File: src/rtl/fp32_recip_div_pipe.sv
`timescale 1ns/1ps
// fp32_recip_div_pipe
//   Three-stage pipelined IEEE-754 single-precision divider for the softmax
//   datapath. It computes a/b as a * recip(mantissa_b) * 2^-(eb-127). The
//   reciprocal comes from a small LUT indexed by the top LUT_BITS divisor
//   mantissa bits. The mantissa is truncated and not rounded. Denormal
//   inputs are treated as signed zero. Results that overflow become +/-inf.
//   Results that underflow are flushed to +/-0.
//
//   Optional feature macro: DIVIDER_FLAGS_EN
//     When defined, the out_flags port and the flag pipeline registers exist.
//     When undefined, both are absent and out_z behaves identically.
//
// Parameters
//   LUT_BITS  divisor mantissa MSBs used as the LUT index (1..8)
//   TAG_W     width of the sideband tag
//
// Ports
//   clk        clock, rising edge
//   rst_n      asynchronous active-low reset
//   in_a       dividend (fp32)
//   in_b       divisor (fp32)
//   in_tag     sideband, returned unchanged with the result
//   in_valid   operands valid
//   in_ready   block accepts operands this cycle
//   out_z      quotient (fp32)
//   out_tag    tag of this result
//   out_valid  result valid
//   out_ready  consumer accepts result
//   out_flags  {invalid, div_by_zero, overflow, underflow} (DIVIDER_FLAGS_EN)
//
// Handshake: an input transfer happens on a rising edge where
//   in_valid && in_ready. An output transfer happens on a rising edge where
//   out_valid && out_ready. A producer holds its data stable until the
//   transfer. The pipe stalls as a whole when S3 holds a result that the
//   consumer does not take. In that case every stage register holds and
//   in_ready is low, so in_ready depends combinationally on out_ready.
module fp32_recip_div_pipe #(
  parameter int LUT_BITS = 3,
  parameter int TAG_W    = 4
) (
  input  logic             clk,
  input  logic             rst_n,
  input  logic [31:0]      in_a,
  input  logic [31:0]      in_b,
  input  logic [TAG_W-1:0] in_tag,
  input  logic             in_valid,
  output logic             in_ready,
  output logic [31:0]      out_z,
  output logic [TAG_W-1:0] out_tag,
  output logic             out_valid,
  input  logic             out_ready
`ifdef DIVIDER_FLAGS_EN
  ,
  output logic [3:0]       out_flags
`endif
);

  // Result class decided at decode time. SP_NONE means a normal divide.
  typedef enum logic [1:0] {SP_NONE, SP_NAN, SP_INF, SP_ZERO} spec_e;

  localparam int LUT_N = 1 << LUT_BITS;

  // ---------------------------------------------------------------------
  // Reciprocal LUT: recip[k] = floor(2^(24+L) / (2^L + k)), Q1.24.
  // Entry 0 is exactly 1.0 (bit 24), so the table needs 25 bits.
  // ---------------------------------------------------------------------
  logic [24:0] w_lut [LUT_N];

  for (genvar gi = 0; gi < LUT_N; gi++) begin : g_lut
    localparam longint unsigned NUM = 64'd1 << (24 + LUT_BITS);
    localparam longint unsigned DEN = (64'd1 << LUT_BITS) + 64'(gi);
    assign w_lut[gi] = 25'(NUM / DEN);
  end

  logic w_stall;
  logic r_s1_valid, r_s2_valid, r_s3_valid;

  assign w_stall  = r_s3_valid && !out_ready;
  assign in_ready = !w_stall;

  // ---------------------------------------------------------------------
  // S1: decode and LUT lookup
  // ---------------------------------------------------------------------
  logic [7:0]          w_a_exp, w_b_exp;
  logic                w_a_zero, w_a_inf, w_a_nan;
  logic                w_b_zero, w_b_inf, w_b_nan;
  logic [LUT_BITS-1:0] w_idx;
  spec_e               w_spec;

  assign w_a_exp  = in_a[30:23];
  assign w_b_exp  = in_b[30:23];
  assign w_a_zero = (w_a_exp == 8'd0);
  assign w_b_zero = (w_b_exp == 8'd0);
  assign w_a_inf  = (&w_a_exp) && (in_a[22:0] == 23'd0);
  assign w_b_inf  = (&w_b_exp) && (in_b[22:0] == 23'd0);
  assign w_a_nan  = (&w_a_exp) && (in_a[22:0] != 23'd0);
  assign w_b_nan  = (&w_b_exp) && (in_b[22:0] != 23'd0);
  assign w_idx    = in_b[22:23-LUT_BITS];

`ifdef DIVIDER_FLAGS_EN
  logic [3:0] w_s1_flags;
`endif

  // Special-case priority: invalid, then divide-by-zero, then inf/x,
  // then the results that are zero.
  always_comb begin
    w_spec = SP_NONE;
`ifdef DIVIDER_FLAGS_EN
    w_s1_flags = 4'b0000;
`endif
    if (w_a_nan || w_b_nan || (w_a_zero && w_b_zero) || (w_a_inf && w_b_inf)) begin
      w_spec = SP_NAN;
`ifdef DIVIDER_FLAGS_EN
      w_s1_flags = 4'b1000;
`endif
    end else if (w_b_zero) begin
      w_spec = SP_INF;
`ifdef DIVIDER_FLAGS_EN
      w_s1_flags = 4'b0100;
`endif
    end else if (w_a_inf) begin
      w_spec = SP_INF;
    end else if (w_a_zero || w_b_inf) begin
      w_spec = SP_ZERO;
    end
  end

  logic [TAG_W-1:0] r_s1_tag;
  logic             r_s1_sign;
  logic [7:0]       r_s1_ea, r_s1_eb;
  logic [23:0]      r_s1_ma;
  logic [24:0]      r_s1_recip;
  spec_e            r_s1_spec;
`ifdef DIVIDER_FLAGS_EN
  logic [3:0]       r_s1_flags;
`endif

  always_ff @(posedge clk or negedge rst_n) begin
    if (!rst_n) begin
      r_s1_valid <= 1'b0;
      r_s1_tag   <= '0;
      r_s1_sign  <= 1'b0;
      r_s1_ea    <= 8'd0;
      r_s1_eb    <= 8'd0;
      r_s1_ma    <= 24'd0;
      r_s1_recip <= 25'd0;
      r_s1_spec  <= SP_NONE;
`ifdef DIVIDER_FLAGS_EN
      r_s1_flags <= 4'b0000;
`endif
    end else if (!w_stall) begin
      r_s1_valid <= in_valid;
      r_s1_tag   <= in_tag;
      r_s1_sign  <= in_a[31] ^ in_b[31];
      r_s1_ea    <= w_a_exp;
      r_s1_eb    <= w_b_exp;
      r_s1_ma    <= {1'b1, in_a[22:0]};
      r_s1_recip <= w_lut[w_idx];
      r_s1_spec  <= w_spec;
`ifdef DIVIDER_FLAGS_EN
      r_s1_flags <= w_s1_flags;
`endif
    end
  end

  // ---------------------------------------------------------------------
  // S2: 24x25 mantissa multiply (Q2.47) and the unadjusted exponent
  // ---------------------------------------------------------------------
  logic [48:0] w_prod;
  logic [9:0]  w_ediff;
  logic        w_unused_prod;

  assign w_prod  = {25'd0, r_s1_ma} * {24'd0, r_s1_recip};
  assign w_ediff = {2'b00, r_s1_ea} - {2'b00, r_s1_eb} + 10'd127;
  // The product is always below 2^48. The bits under p[23] are truncated.
  assign w_unused_prod = ^{w_prod[48], w_prod[22:0]};

  logic [TAG_W-1:0] r_s2_tag;
  logic             r_s2_sign;
  logic [9:0]       r_s2_exp;
  logic [24:0]      r_s2_prod;   // p[47:23]
  spec_e            r_s2_spec;
`ifdef DIVIDER_FLAGS_EN
  logic [3:0]       r_s2_flags;
`endif

  always_ff @(posedge clk or negedge rst_n) begin
    if (!rst_n) begin
      r_s2_valid <= 1'b0;
      r_s2_tag   <= '0;
      r_s2_sign  <= 1'b0;
      r_s2_exp   <= 10'd0;
      r_s2_prod  <= 25'd0;
      r_s2_spec  <= SP_NONE;
`ifdef DIVIDER_FLAGS_EN
      r_s2_flags <= 4'b0000;
`endif
    end else if (!w_stall) begin
      r_s2_valid <= r_s1_valid;
      r_s2_tag   <= r_s1_tag;
      r_s2_sign  <= r_s1_sign;
      r_s2_exp   <= w_ediff;
      r_s2_prod  <= w_prod[47:23];
      r_s2_spec  <= r_s1_spec;
`ifdef DIVIDER_FLAGS_EN
      r_s2_flags <= r_s1_flags;
`endif
    end
  end

  // ---------------------------------------------------------------------
  // S3: normalise, final exponent, special-case selection
  // ---------------------------------------------------------------------
  logic        w_norm;
  logic [22:0] w_mant;
  logic [9:0]  w_ez;
  logic        w_ovf, w_unf;
  logic [31:0] w_z;

  // If p[47] is clear, the quotient mantissa is below 1.0. Shift left by one
  // and decrement the exponent.
  assign w_norm = r_s2_prod[24];
  assign w_mant = w_norm ? r_s2_prod[23:1] : r_s2_prod[22:0];
  assign w_ez   = r_s2_exp - (w_norm ? 10'd0 : 10'd1);
  assign w_ovf  = ($signed(w_ez) >= 10'sd255);
  assign w_unf  = ($signed(w_ez) <= 10'sd0);

`ifdef DIVIDER_FLAGS_EN
  logic [3:0] w_s3_flags;
`endif

  always_comb begin
    w_z = {r_s2_sign, w_ez[7:0], w_mant};
`ifdef DIVIDER_FLAGS_EN
    w_s3_flags = r_s2_flags;
`endif
    case (r_s2_spec)
      SP_NAN:  w_z = 32'h7FC0_0000;
      SP_INF:  w_z = {r_s2_sign, 8'hFF, 23'd0};
      SP_ZERO: w_z = {r_s2_sign, 31'd0};
      default: begin
        if (w_ovf) begin
          w_z = {r_s2_sign, 8'hFF, 23'd0};
        end else if (w_unf) begin
          w_z = {r_s2_sign, 31'd0};
        end
`ifdef DIVIDER_FLAGS_EN
        w_s3_flags = {2'b00, w_ovf, w_unf};
`endif
      end
    endcase
  end

  logic [31:0]      r_s3_z;
  logic [TAG_W-1:0] r_s3_tag;
`ifdef DIVIDER_FLAGS_EN
  logic [3:0]       r_s3_flags;
`endif

  always_ff @(posedge clk or negedge rst_n) begin
    if (!rst_n) begin
      r_s3_valid <= 1'b0;
      r_s3_z     <= 32'd0;
      r_s3_tag   <= '0;
`ifdef DIVIDER_FLAGS_EN
      r_s3_flags <= 4'b0000;
`endif
    end else if (!w_stall) begin
      r_s3_valid <= r_s2_valid;
      r_s3_z     <= w_z;
      r_s3_tag   <= r_s2_tag;
`ifdef DIVIDER_FLAGS_EN
      // A bubble carries no flags, so out_flags reads 0 whenever out_valid is 0.
      r_s3_flags <= r_s2_valid ? w_s3_flags : 4'b0000;
`endif
    end
  end

  assign out_valid = r_s3_valid;
  assign out_z     = r_s3_z;
  assign out_tag   = r_s3_tag;
`ifdef DIVIDER_FLAGS_EN
  assign out_flags = r_s3_flags;
`endif

endmodule

File: config.mk
export PLATFORM = sky130hd
export DESIGN_NAME = fp32_recip_div_pipe
export DESIGN_NICKNAME = d
export VERILOG_FILES = /design/src/rtl/fp32_recip_div_pipe.sv
export SDC_FILE = /design/constraint.sdc
export NUM_CORES = 2
export LEC_CHECK = 0
export ABC_CLOCK_PERIOD_IN_PS = 8300
export CORE_AREA = 10 10 260 262
export CTS_CLUSTER_SIZE = 20
export DETAILED_ROUTE_END_ITERATION = 16
export DIE_AREA = 0 0 270 272
export PLACE_DENSITY_LB_ADDON = 0.15
export SYNTH_ARGS = -nofsm -noshare
export SYNTH_HDL_FRONTEND = slang
export SYNTH_SLANG_ARGS = --single-unit
File: constraint.sdc
create_clock -name clk -period 8.3 [get_ports clk]
set_input_delay 0.83 -clock clk [delete_from_list [all_inputs] [get_ports clk]]
set_output_delay 0.83 -clock clk [all_outputs]
set_load 0.01 [all_outputs]
==> summary.md <==
| Metric | Value |
|---|---|
| Crit path DAT | 8.26 ns |
| Mapped Area | 0.0247 mm² |
| Gr ovfl total | 0 |
| Mapped Cells | 2,720 |
| Ys flop type | dfrtp_1 |
| Final Util | 44.1% |
| Post-synth EDFFs | 0 |
| Syn. warnings | 0 |
| Final instance area | 0.0276 mm² |
| DRC violations left | 0 |
| Worst-path fanout max | 14 |
| Slew margin rel. | 33.9% |
| Total vias in the final route | 17,848 |
| GRT Total Usage | 20.4% |
| Row count | 92 |
| Average cell area after synthesis | 9.08 µm² |
| Area of the multi-input gates | 0.0182 mm² |
| Async SR Flop Fraction | 100% |
| Clock transition at path regs | 0.07 ns |
| Hold_buf cts | 0 |
| Number of synthesized register bits | 145 |
| Most frequent cell after synthesis | inv_1 |
| Share of layout cells above drive strength 1 | 4.18% |
| Most used cell, CP | fa_1 |
| Clk_lat worst skew | 0.44 ns |
| DR WL/cell | 19.7 µm |
| Fin. Hold Viols | 0 |
| Setup Total Neg Slack | 0 ns |
| Critical Path End Type | flip-flop |
| Fillers | 6,129 |
| # clock sinks | 145 |
| Worst R2R End | r_s2_prod[23] |
| Post-route minimum period | 7.90 ns |
| Synth area leaders | fa_1 39%, dfrtp_1 15%, ha_1 11% |
| Antenna violations before repair | 2 |
| CP required | 8.66 ns |
| Sequential share of the synthesized area | 14.7% |
| Final GP Congestion | 0.971 |
| Maxcap violations | 0 |
| Final HPWL DP | 60.9 mm |
| Final setup fails | 0 |
| Die height | 272 µm |
| Largest buffer count on any clock path | 2 |
| Commonest cells post-synth | 665 x inv_1, 479 x fa_1, 429 x nand2_1 |
| Number of DRC markers in iteration 0 | 1,033 |
| Vias per std cell | 4.86 |
| Core Area | 0.0625 mm² |
| Crit-path slowest cell | dfrtp_2 |
| CP peak stage delay | 0.59 ns |
| Top cell type's share of synthesized area | 38.8% |
| R2R setup slack | 0.40 ns |
| DP Area | 0.0270 mm² |
| CTS H-tree depth | 4 |
| # IOs | 110 |
| R2r startpoint | r_s1_recip[17] |
| Syn nets | 3,482 |
| Routed Antenna Nets | 0 |
| CTS Buf Count | 17 |
| Pin count of the biggest net entering global routing | 79 |
| Die ar. | 0.0734 mm² |
| Worst hold path type | input pin to asynchronous set/reset pin |
| Pre-Repair DR Iteration Count | 6 |
| Unique masters post-synth | 58 |
| Area delta synth->final | 11.7% |
| Path depth of the worst reg2reg path | 26 |
| Synth area leader | fa_1 |
| Final period util | 95.2% |
| Setup Skew | 0.00899 ns |
| Root Buffer | clkbuf_16 |
| Outcome | completed |
| Total Wirelength | 72.5 mm |
| Slew @ Worst Pin | 0.992 ns |
| Critical path class | flip-flop to flip-flop |
| Max-slew violation count | 0 |
| Final net count | 3,571 |
| RSZ-0062 raised after global routing | false |
| CTS tree | done |
| Vias in the first global route | 20,245 |
| Setup ws final | 0.398 ns |
| Setup Slack @ Placement | 0.0197 ns |
| Critical path startpoint category | flip-flop |
| Storage cell area | 0.00364 mm² |
| I/O Buffers | 109 |
| Fmax | 0.127 GHz |
| Initial Util | 39.5% |
| First-pass GRT wire length | 116 mm |
| Chip width | 270 µm |
## state kept, by name, summed over array words and instances, names as in the netlist, 2 cells and up
name and flops:
out_tag 4, out_z 32, r_s2_exp 10, r_s2_spec 2, r_s2_tag 4, r_s1_eb 8
r_s2_prod 25, r_s1_ma 24, r_s1_tag 4, r_s1_recip 17, r_s1_spec 2, r_s1_ea 8
## worst max path at each step
| stage | from | endpoint | slack, ns | cells past startpoint |
|---|---|---|---|---|
| floorplan | r_s1_recip[21] | r_s2_prod[18] | 1.43 | 26 |
| global placement | r_s1_recip[17] | r_s2_prod[23] | 0.13 | 26 |
| detailed placement | r_s1_recip[17] | r_s2_prod[23] | 0.02 | 26 |
| CTS | r_s1_recip[19] | r_s2_prod[23] | 0.0008 | 25 |
| global route | r_s1_recip[20] | r_s2_prod[23] | 0.16 | 24 |
| finish | r_s1_recip[17] | r_s2_prod[23] | 0.40 | 26 |
## critical path, delay by kind of cell, from the launching register on
kind                       cells  cell delay (ns)
buffers and inverters          7             0.85
and+or+nand+nor                6             1.15
adders and majority gates      8             3.99
DFF                            1             0.59
AOI/OAI and AO/OA              5             1.25
## cells in the final DEF, fill, tap and decap left out, types with 3 or more instances in the layout
cell             count
xnor2_1             35
nor4_1              12
clkdlybuf4s50_1    108
a211o_1              4
o21a_1               4
dfrtp_1            132
nor2b_1              6
a211oi_1             8
and3_1               6
dfrtp_2             13
nand2_1            429
or3_1                5
buf_4               59
mux2i_1             26
o21bai_1             5
xor2_1              12
ha_1               211
a21oi_1             66
clkinv_4             4
inv_1              664
nand2b_1             8
a21boi_0             4
nand4_1             15
clkbuf_16           17
nor3_1              13
or4_1                7
and2_1             234
fa_1               479
nor2_1              61
o211ai_1             3
nor3b_1              6
inv_6                4
a21o_1              16
o21ai_0             88
a22o_1               6
nand3_1              7
## per-stage QoR
| step | std cells | hold slack (ns) |
|---|---|---|
| 2_1_floorplan | 2720 | 0.430 |
| 3_3_place_gp | 3636 | 0.447 |
| 3_5_place_dp | 3636 | 0.448 |
| 4_1_cts | 3668 | 0.430 |
| 5_1_grt | 3668 | 0.457 |
| 6_report | 3669 | 0.416 |
## routing by layer
layer  track usage (%)  wire [µm]  part of all wire (%)  vias up
met4              5.97       1980                   2.7        0
met5                 0          0                     0        -
met2              33.0      33800                    47      473
met1              27.2      31700                    44     8998
li1                  -          -                     -     8282
met3              4.21       4950                   6.8       95
## layout make-up
type	instances	area share [%]
Tap cell	846	3.84
Multi-Input combinational cell	1810	66.0
Sequential cell	145	13.2
Antenna cell	1	0.00907
Timing Repair Buffer	170	5.71
Inverter	665	9.06
Clock buffer	17	1.54
Clock inverter	15	0.649
## kinds of logic after synthesis
| logic type | count (synthesis) | synth area share, % |
|---|---|---|
| buf+inv | 765 | 11.6 |
| simple gates | 819 | 15.8 |
| flops | 145 | 14.7 |
| xor+xnor | 47 | 1.67 |
| fa+ha+maj | 690 | 49.5 |
| mux | 27 | 1.10 |
| compound gates | 227 | 5.52 |
## what timing repair did
| item | 4_1_cts | 5_1_grt |
|---|---|---|
| resized for setup | 1 | 13 |
| setup buffers | 0 | 0 |
| setup endpoints to repair | 1 | 4 |
Power is not shown: default switching activity piles up to over one toggle a cycle in this logic, so the estimate is an artifact.
